**src/rtl/i2c_bus_monitor.sv**
```systemverilog
// ---------------------------------------------------------------------------
// i2c_bus_monitor
//   Passive I2C bus monitor. Watches raw SCL/SDA, detects START, repeated
//   START and STOP, captures every byte with its ACK/NACK bit and marks the
//   first byte after a START as the address byte. Records are buffered in a
//   first-word-fall-through FIFO with a valid/ready handshake.
//
//   Optional feature macro: I2C_GLITCH_FILTER_EN
//     When defined, a per-line glitch filter of FILTER_LEN samples sits after
//     the synchroniser. When undefined, FILTER_LEN is unused.
//
//   Parameters:
//     SYNC_STAGES  synchroniser depth on SCL and SDA (2..4)
//     FIFO_DEPTH   record FIFO entries, power of two (2..16)
//     FILTER_LEN   consecutive agreeing samples to change a filtered level (2..8)
//
//   Ports:
//     clk, rst_n    system clock, asynchronous active-low reset
//     scl, sda      raw asynchronous I2C pins
//     detect_only   1 = detect conditions only, push no records
//     out_ready     consumer accepts the head record
//     clear_ovf     single-cycle pulse clearing the overflow flag
//     out_data      head record byte (MSB first on the wire)
//     out_ack       head record ACK (1 = SDA low on the 9th bit)
//     out_addr      head record is the first byte after a (repeated) START
//     out_valid     FIFO not empty
//     start_pulse   one-cycle pulse on START / repeated START
//     stop_pulse    one-cycle pulse on STOP
//     bus_busy      high from START until STOP
//     overflow      sticky, set when a record is dropped on a full FIFO
// ---------------------------------------------------------------------------
module i2c_bus_monitor #(
  parameter int SYNC_STAGES = 2,
  parameter int FIFO_DEPTH  = 4,
  parameter int FILTER_LEN  = 3
) (
  input  logic       clk,
  input  logic       rst_n,
  input  logic       scl,
  input  logic       sda,
  input  logic       detect_only,
  input  logic       out_ready,
  input  logic       clear_ovf,
  output logic [7:0] out_data,
  output logic       out_ack,
  output logic       out_addr,
  output logic       out_valid,
  output logic       start_pulse,
  output logic       stop_pulse,
  output logic       bus_busy,
  output logic       overflow
);

  localparam int AW = $clog2(FIFO_DEPTH);

  // Elaboration-time parameter legality checks.
  if (SYNC_STAGES < 2 || SYNC_STAGES > 4) begin : g_bad_sync
    $error("i2c_bus_monitor: SYNC_STAGES out of range");
  end
  if (FIFO_DEPTH < 2 || FIFO_DEPTH > 16 || (FIFO_DEPTH & (FIFO_DEPTH - 1)) != 0) begin : g_bad_depth
    $error("i2c_bus_monitor: FIFO_DEPTH must be a power of two in 2..16");
  end
  if (FILTER_LEN < 2 || FILTER_LEN > 8) begin : g_bad_filter
    $error("i2c_bus_monitor: FILTER_LEN out of range");
  end

  typedef enum logic [1:0] {IDLE, BITS, ACK} state_t;

  // ---- stage p0: synchronisers (reset to idle-bus level 1) ----
  logic [SYNC_STAGES-1:0] scl_sync_p0;
  logic [SYNC_STAGES-1:0] sda_sync_p0;
  logic [1:0]             line_raw;

  always_ff @(posedge clk or negedge rst_n) begin
    if (!rst_n) begin
      scl_sync_p0 <= '1;
      sda_sync_p0 <= '1;
    end else begin
      scl_sync_p0 <= {scl_sync_p0[SYNC_STAGES-2:0], scl};
      sda_sync_p0 <= {sda_sync_p0[SYNC_STAGES-2:0], sda};
    end
  end

  assign line_raw = {scl_sync_p0[SYNC_STAGES-1], sda_sync_p0[SYNC_STAGES-1]};

  logic scl_s;
  logic sda_s;

`ifdef I2C_GLITCH_FILTER_EN
  // ---- stage p1: glitch filter ----
  // A line follows its input only after FILTER_LEN consecutive samples
  // disagree with the current filtered level; any agreeing sample restarts
  // the count, so shorter pulses never propagate.
  localparam int FCW = $clog2(FILTER_LEN);
  logic [1:0]     filt_p1;
  logic [FCW-1:0] fcnt_p1 [2];

  always_ff @(posedge clk or negedge rst_n) begin
    if (!rst_n) begin
      filt_p1    <= 2'b11;
      fcnt_p1[0] <= '0;
      fcnt_p1[1] <= '0;
    end else begin
      for (int i = 0; i < 2; i++) begin
        if (line_raw[i] == filt_p1[i]) begin
          fcnt_p1[i] <= '0;
        end else if (fcnt_p1[i] == FCW'(FILTER_LEN - 1)) begin
          filt_p1[i] <= line_raw[i];
          fcnt_p1[i] <= '0;
        end else begin
          fcnt_p1[i] <= fcnt_p1[i] + 1'b1;
        end
      end
    end
  end

  assign scl_s = filt_p1[1];
  assign sda_s = filt_p1[0];
`else
  assign scl_s = line_raw[1];
  assign sda_s = line_raw[0];
`endif

  // ---- stage p2: delayed copies for edge / condition detection ----
  logic scl_d;
  logic sda_d;

  always_ff @(posedge clk or negedge rst_n) begin
    if (!rst_n) begin
      scl_d <= 1'b1;
      sda_d <= 1'b1;
    end else begin
      scl_d <= scl_s;
      sda_d <= sda_s;
    end
  end

  logic scl_rise;
  logic start_evt;
  logic stop_evt;

  assign scl_rise  = scl_s & ~scl_d;
  assign start_evt = scl_s & scl_d & sda_d & ~sda_s;
  assign stop_evt  = scl_s & scl_d & ~sda_d & sda_s;

  // ---- protocol FSM ----
  state_t     state;
  logic [2:0] bit_cnt;
  logic [7:0] shreg;
  logic       first;

  always_ff @(posedge clk or negedge rst_n) begin
    if (!rst_n) begin
      state       <= IDLE;
      bit_cnt     <= '0;
      shreg       <= '0;
      first       <= 1'b0;
      start_pulse <= 1'b0;
      stop_pulse  <= 1'b0;
      bus_busy    <= 1'b0;
    end else begin
      start_pulse <= 1'b0;
      stop_pulse  <= 1'b0;
      if (start_evt) begin
        // Also covers repeated START: any partial byte is thrown away.
        state       <= BITS;
        bit_cnt     <= '0;
        shreg       <= '0;
        first       <= 1'b1;
        bus_busy    <= 1'b1;
        start_pulse <= 1'b1;
      end else if (stop_evt) begin
        state      <= IDLE;
        bit_cnt    <= '0;
        bus_busy   <= 1'b0;
        stop_pulse <= 1'b1;
      end else if (scl_rise) begin
        case (state)
          BITS: begin
            shreg   <= {shreg[6:0], sda_s};
            bit_cnt <= bit_cnt + 3'd1;
            if (bit_cnt == 3'd7) state <= ACK;
          end
          ACK: begin
            first   <= 1'b0;
            bit_cnt <= '0;
            state   <= BITS;
          end
          default: ;
        endcase
      end
    end
  end

  // Record is written on the same edge that clocks the 9th SCL rise.
  logic       push;
  logic [9:0] rec;

  assign push = (state == ACK) & scl_rise & ~start_evt & ~stop_evt & ~detect_only;
  assign rec  = {first, ~sda_s, shreg};

  // ---- record FIFO (first-word-fall-through) ----
  logic [9:0]  mem [FIFO_DEPTH];
  logic [AW-1:0] wr_ptr;
  logic [AW-1:0] rd_ptr;
  logic [AW:0]   count;
  logic          full;
  logic          rd_en;
  logic          wr_en;
  logic          drop;

  assign full  = (count == (AW+1)'(FIFO_DEPTH));
  assign rd_en = out_valid & out_ready;
  assign wr_en = push & (~full | rd_en);
  assign drop  = push & full & ~rd_en;

  always_ff @(posedge clk) begin
    if (wr_en) mem[wr_ptr] <= rec;
  end

  always_ff @(posedge clk or negedge rst_n) begin
    if (!rst_n) begin
      wr_ptr   <= '0;
      rd_ptr   <= '0;
      count    <= '0;
      overflow <= 1'b0;
    end else begin
      if (wr_en) wr_ptr <= wr_ptr + 1'b1;
      if (rd_en) rd_ptr <= rd_ptr + 1'b1;
      case ({wr_en, rd_en})
        2'b10:   count <= count + 1'b1;
        2'b01:   count <= count - 1'b1;
        default: ;
      endcase
      // A drop in the same cycle as clear_ovf keeps the flag set.
      if (drop)           overflow <= 1'b1;
      else if (clear_ovf) overflow <= 1'b0;
    end
  end

  // Head fields are forced to 0 while empty so nothing stale leaks out.
  logic [9:0] head;

  assign out_valid = (count != '0);
  assign head      = out_valid ? mem[rd_ptr] : 10'd0;
  assign out_addr  = head[9];
  assign out_ack   = head[8];
  assign out_data  = head[7:0];

endmodule
```
**config.mk**
```make
export PLATFORM = sky130hd
export DESIGN_NAME = i2c_bus_monitor
export DESIGN_NICKNAME = d
export VERILOG_FILES = /design/src/rtl/i2c_bus_monitor.sv
export SDC_FILE = /design/constraint.sdc
export NUM_CORES = 1
export LEC_CHECK = 0
export ABC_AREA = 1
export BUFFER_PORTS_ARGS = -buffer_cell sky130_fd_sc_hd__clkbuf_2
export CORE_ASPECT_RATIO = 1.25
export CORE_UTILIZATION = 25
export DETAILED_ROUTE_END_ITERATION = 16
export GPL_ROUTABILITY_DRIVEN = 0
export PLACE_DENSITY = 0.47
export SLEW_MARGIN = 20
export SYNTH_ARGS = -nofsm -noshare
export SYNTH_HDL_FRONTEND = slang
export SYNTH_SLANG_ARGS = --single-unit
```
**constraint.sdc**
```tcl
create_clock -name clk -period 4.35 [get_ports clk]
set_input_delay 0.87 -clock clk [delete_from_list [all_inputs] [get_ports clk]]
set_output_delay 0.87 -clock clk [all_outputs]
set_load 0.01 [all_outputs]
```
# --- Word-level counts from Yosys, hierarchy flattened ---
# Memory sizes are Yosys's and may differ from the RTL's.
# Cells that the tools add are included.
classes:
  addsub: 5
  n_eq_ne: 8
  n_mux: 28
  n_bitwise: 23
  n_reduce_logical: 13
op_table:
  columns: ["operator", "count"]
  rows:
  - ["8-bit 2-to-1 mux", 4]
  - ["1-bit AND", 14]
  - ["1-bit 2-to-1 mux", 13]
  - ["3-bit case mux with 2 select lines", 2]
  - ["2-bit nonzero test", 6]
  - ["10-bit 2-to-1 mux", 1]
  - ["3-bit 2-to-1 mux", 3]
  - ["3-bit AND reduction", 3]
  - ["2-bit 2-to-1 mux", 4]
  - ["1-bit inverter", 8]
  - ["3-bit by 1-bit adder with 3-bit output, second input constant", 2]
  - ["3-bit equality test, second input constant", 2]
  - ["3-bit nonzero test", 2]
  - ["2-bit by 1-bit adder with 2-bit output, second input constant", 2]
  - ["2-bit by 1-bit equality test with 1-bit output, second input constant", 2]
  - ["2-bit equality test, second input constant", 2]
  - ["4-bit inequality test, second input constant", 1]
  - ["2-bit case mux with 2 select lines", 1]
  - ["4-bit nonzero test", 1]
  - ["3-bit by 1-bit subtractor with 3-bit output, second input constant", 1]
  - ["2-bit inequality test, second input constant", 1]
  - ["2-bit AND reduction", 1]
  - ["1-bit bitwise OR", 1]
word_totals:
  register_bits: 31
  ramBits: 40
  inputBits: 7
  elab_cells: 93
  n_memories: 1
memory_table:
  columns: ["name", "depth", "word_bits", "read_ports", "rd_clocked_by_memory_dff", "wr", "line_no", "source"]
  rows:
  - ["mem", 4, 10, 1, 0, 1, "203", "logic [9:0] mem [FIFO_DEPTH];"]

# --- Logic depth before layout (Yosys ltp) ---
depth:
  depth_word: 10
  mapped_depth: 12
  depth_no_buf: 12

# --- Worst setup path before layout ---
# OpenSTA, ideal clock, no wires.
synth_path:
  path_type: "input port to flip-flop"
  startpoint: "input detect_only"
  endpoint: "memory mem[0][0], enable pin"
  setup_ps: 376
  t_arrival_ps: 1612
  setup_slack_ps: 2362
  cell_stages: 3
  n_path_buf: 0
  path_cell_list: "nor2_1 -> nand2_1 -> nor2_1"
synth_between:
  elab_chain_cells: 5
synth_rtl:
  columns: ["element", "line_no", "source"]
  rows:
  - ["from (decl)", "41", "input logic detect_only,"]
  - ["1-bit inverter", "199", "assign push = (state == ACK) & scl_rise & ~start_evt & ~stop_evt & ~detect_only;"]
  - ["1-bit AND", "199", null]
  - ["1-bit AND", "214", "assign wr_en = push & (~full | rd_en);"]
  - ["1-bit 2-to-1 mux", "218", "if (wr_en) mem[wr_ptr] <= rec;"]
  - ["1-bit 2-to-1 mux (not written as such)", "218", null]
  - ["to (decl)", "203", null]
# No other way between the ends.

# --- Worst setup path after layout ---
layout_path:
  startpoint: "register rd_ptr[1]"
  endpoint: "output out_data[7]"
layout_between:
  elab_chain_cells: 2
layout_rtl:
  columns: ["element", "line_no", "source"]
  rows:
  - ["from (decl)", "205", "logic [AW-1:0] rd_ptr;"]
  - ["from (signal assigned)", "229", "if (rd_en) rd_ptr <= rd_ptr + 1'b1;"]
  - ["memory read 4 x 10 bit", null, null]
  - ["10-bit 2-to-1 mux", "245", "assign head = out_valid ? mem[rd_ptr] : 10'd0;"]
  - ["to (decl)", "44", "output logic [7:0] out_data,"]
# No other way between the ends.

==> summary.md <==
| Metric | Value |
|---|---|
| Worst hold path class | reg -> reg |
| Area of the multi-input gates | 807.0 um^2 |
| Storage element area | 1984 um^2 |
| Core area | 11240 um^2 |
| Vias in the first global route | 1880 |
| Endpoints failing setup | 0 |
| Initial antenna violation count | 0 |
| Vias | 1847 |
| # fillers | 1126 |
| First-pass GRT wire length | 9.384 mm |
| Max_cap viols | 0 |
| Syn-to-layout area delta | 21.06% |
| Slew @ Worst Pin | 0.9946 ns |
| Port Buffers | 21 |
| Max-slew violation count | 0 |
| Seq/Total Area, Yosys | 67.75% |
| Layout net count | 305 |
| Critical path arrival | 2.05 ns |
| Setup CP Type | reg -> out |
| Dpl hpwl | 3.797 mm |
| CTS Sinks | 71 |
| Drt drc | 0 |
| Skew final | 0.006733 ns |
| Place WS | 1.776 ns |
| Clock tree buffer depth | 2 |
| Antenna Cells | 0 |
| H-tree depth | 3 |
| Total gr overflow | 0 |
| Die width | 98.82 um |
| Die height | 123.0 um |
| CTS Buf Count | 9 |
| Final TNS setup | 0 ns |
| RSZ-0062 raised after global routing | false |
| Final ANT Viol Nets | 0 |
| FMAX | 343.0 MHz |
| CTS root buffer | clkbuf_16 |
| Mapped Area | 2929 um^2 |
| Register bit total from synthesis | 71 |
| Fin area | 3546 um^2 |
| Leading cell type in the layout, fill and taps excluded | nor2_1 |
| CP Cell Sequence | clkinv_1, nor2_1, o21ai_0, a21oi_1, clkbuf_2 |
| Yosys warns | 0 |
| Clock Latency Late Sink | 0.33 ns |
| Global router's overall resource usage | 10.44% |
| Setup crit start kind | register |
| Final wirelength | 5.694 mm |
| Post-synthesis net count | 277 |
| Row cnt | 43 |
| Placed Area | 3189 um^2 |
| Initial core utilization | 26.05% |
| Post-CTS setup buffers | 0 |
| Yosys cell types | 23 |
| Layout cells sized above 1 | 20.07% |
| Number of top-level pins | 22 |
| Setup crit end kind | output pin |
| Worst vdd ir | 0.2308 mV |
| 1st-iter DRT viols | 91 |
| Post-route setup slack | 1.434 ns |
| Status | finished clean |
| Crit-path slowest cell | dfrtp_1 |
| Reg clk slew, reported paths | 0.05 ns |
| Fin cells | 429 |
| Cts repair resizes | 0 |
| PD cells | 661.1 nW/um^2 |
| CP required | 3.48 ns |
| Fin crit share | 67.03% |
| TritonCTS clock tree | built |
| Die area | 12160 um^2 |
| Post-Syn Area per Cell | 11.22 um^2 |
| Pre-antenna DRT Iters | 4 |
| Placed Cells | 413 |
| Vias per std cell | 4.305 |
| Final hold vios | 0 |
| Relative slew slack | 33.45% |
| Max incr delay on CP | 0.61 ns |
| Routed len/inst | 13.27 um |
| Commonest non-fill, non-tap cells in the layout | 54 x nor2_1, 40 x edfxtp_1, 26 x inv_1 |
| Critical Path Fanout Max | 12 |
| Pleak | 0.001472 uW |
| CTS Hold Buffers Added | 0 |
| Fin crit period | 2.916 ns |
| Mapped Cells | 261 |
| Largest net degree at the start of global routing | 32 |
==> cell usage after synthesis <==
master / instances / area share [%]
dfrtp_1: 25 / 21
nand2_1: 25 / 3.2
xor2_1: 3 / 0.90
inv_2: 3 / 0.38
o21ai_2: 1 / 0.30
nand2_2: 6 / 1.3
edfxtp_1: 40 / 41
o21ai_1: 2 / 0.34
fa_1: 1 / 0.68
inv_1: 26 / 3.3
clkinv_1: 2 / 0.26
nor3_4: 2 / 1.1
dfstp_2: 6 / 5.4
nor2_2: 3 / 0.64
o21ai_0: 22 / 3.8
o22ai_1: 7 / 1.5
nand3_1: 7 / 1.2
o21a_1: 1 / 0.26
nor2_1: 54 / 6.9
clkbuf_1: 3 / 0.38
ha_1: 8 / 3.4
a21oi_1: 12 / 2.1
buf_2: 2 / 0.34
==> report_power, final <==
part / internal, uW / switching [uW] / leakage, uW
clock network: 591 / 270 / 0.000176
registers: 809 / 77.6 / 0.000751
logic: 219 / 378 / 0.000545
total: 1620 / 725 / 0.00147
==> critical path, delay by kind of cell, from the launching register on <==
family,cells,cell delay [ns]
compound gates,2,0.32
buf+inv,2,0.60
flops,1,0.61
simple gates,1,0.19
==> state kept, by name, summed over array words and instances (netlist names) <==
name,count
shreg,8
wr_ptr,2
start_pulse,1
first,1
sda_sync_p0,2
stop_pulse,1
scl_sync_p0,2
bit_cnt,3
count,3
bus_busy,1
mem,40
rd_ptr,2
scl_d,1
sda_d,1
overflow,1
state,2
==> stage by stage <==
stage          hold WS [ns]  total power (uW)  util, %
2_1_floorplan        0.3452              1299        -
5_1_grt              0.3604              2501    31.53
3_5_place_dp         0.3472              1514    28.36
6_report             0.3544              2344    31.53
4_1_cts              0.3552              2385    31.53
3_3_place_gp         0.3460              1505    28.36
==> worst paths after layout <==
check | startpoint | end | slack, ns | depth (start not counted)
setup / recovery | rd_ptr[1]$_DFFE_PN0P_ | out_data[7] | 1.43 | 5
hold / removal | scl_sync_p0[0]$_DFF_PN1_ | scl_sync_p0[1]$_DFF_PN1_ | 0.35 | 0
setup reg to reg | state[0]$_DFFE_PN0P_ | mem[1][6]$_DFFE_PP_ | 2.00 | 6
hold reg to reg | scl_sync_p0[0]$_DFF_PN1_ | scl_sync_p0[1]$_DFF_PN1_ | 0.35 | 0
max in group asynchronous | rst_n | shreg[2]$_DFFE_PN0P_ | 3.21 | 1
min in group asynchronous | rst_n | bus_busy$_DFFE_PN0P_ | 0.63 | 1
==> cell type report <==
type	instances	share of cell area, %
multi-input cells	154	22.76
flip-flops and latches	71	55.96
clock inverters	5	2.929
inverters	31	3.282
clock buffers	11	7.128
repair buffers	22	3.176
well taps	135	4.764
==> layer usage <==
layer  vias to the layer above  wire (um)  global-route usage (%)
met2                        27       2843                   17.66
li1                        920          -                       -
met3                         7        230                   3.222
met1                       893       2518                   11.87
met5                         -          0                       0
met4                         0        102                   5.597
==> cell families (layout without fill, tap and decap cells) <==
family	after synthesis	in the layout	share of synthesized area [%]
adder cells (fa/ha/maj)	9	9	4.101
AND/OR/NAND/NOR	97	97	14.35
XOR/XNOR	3	3	0.8972
AO/OA/AOI/OAI	45	45	8.202
buffers and inverters	36	69	4.699
flip-flops	71	71	67.75
Power figures use the tool's default switching activity.
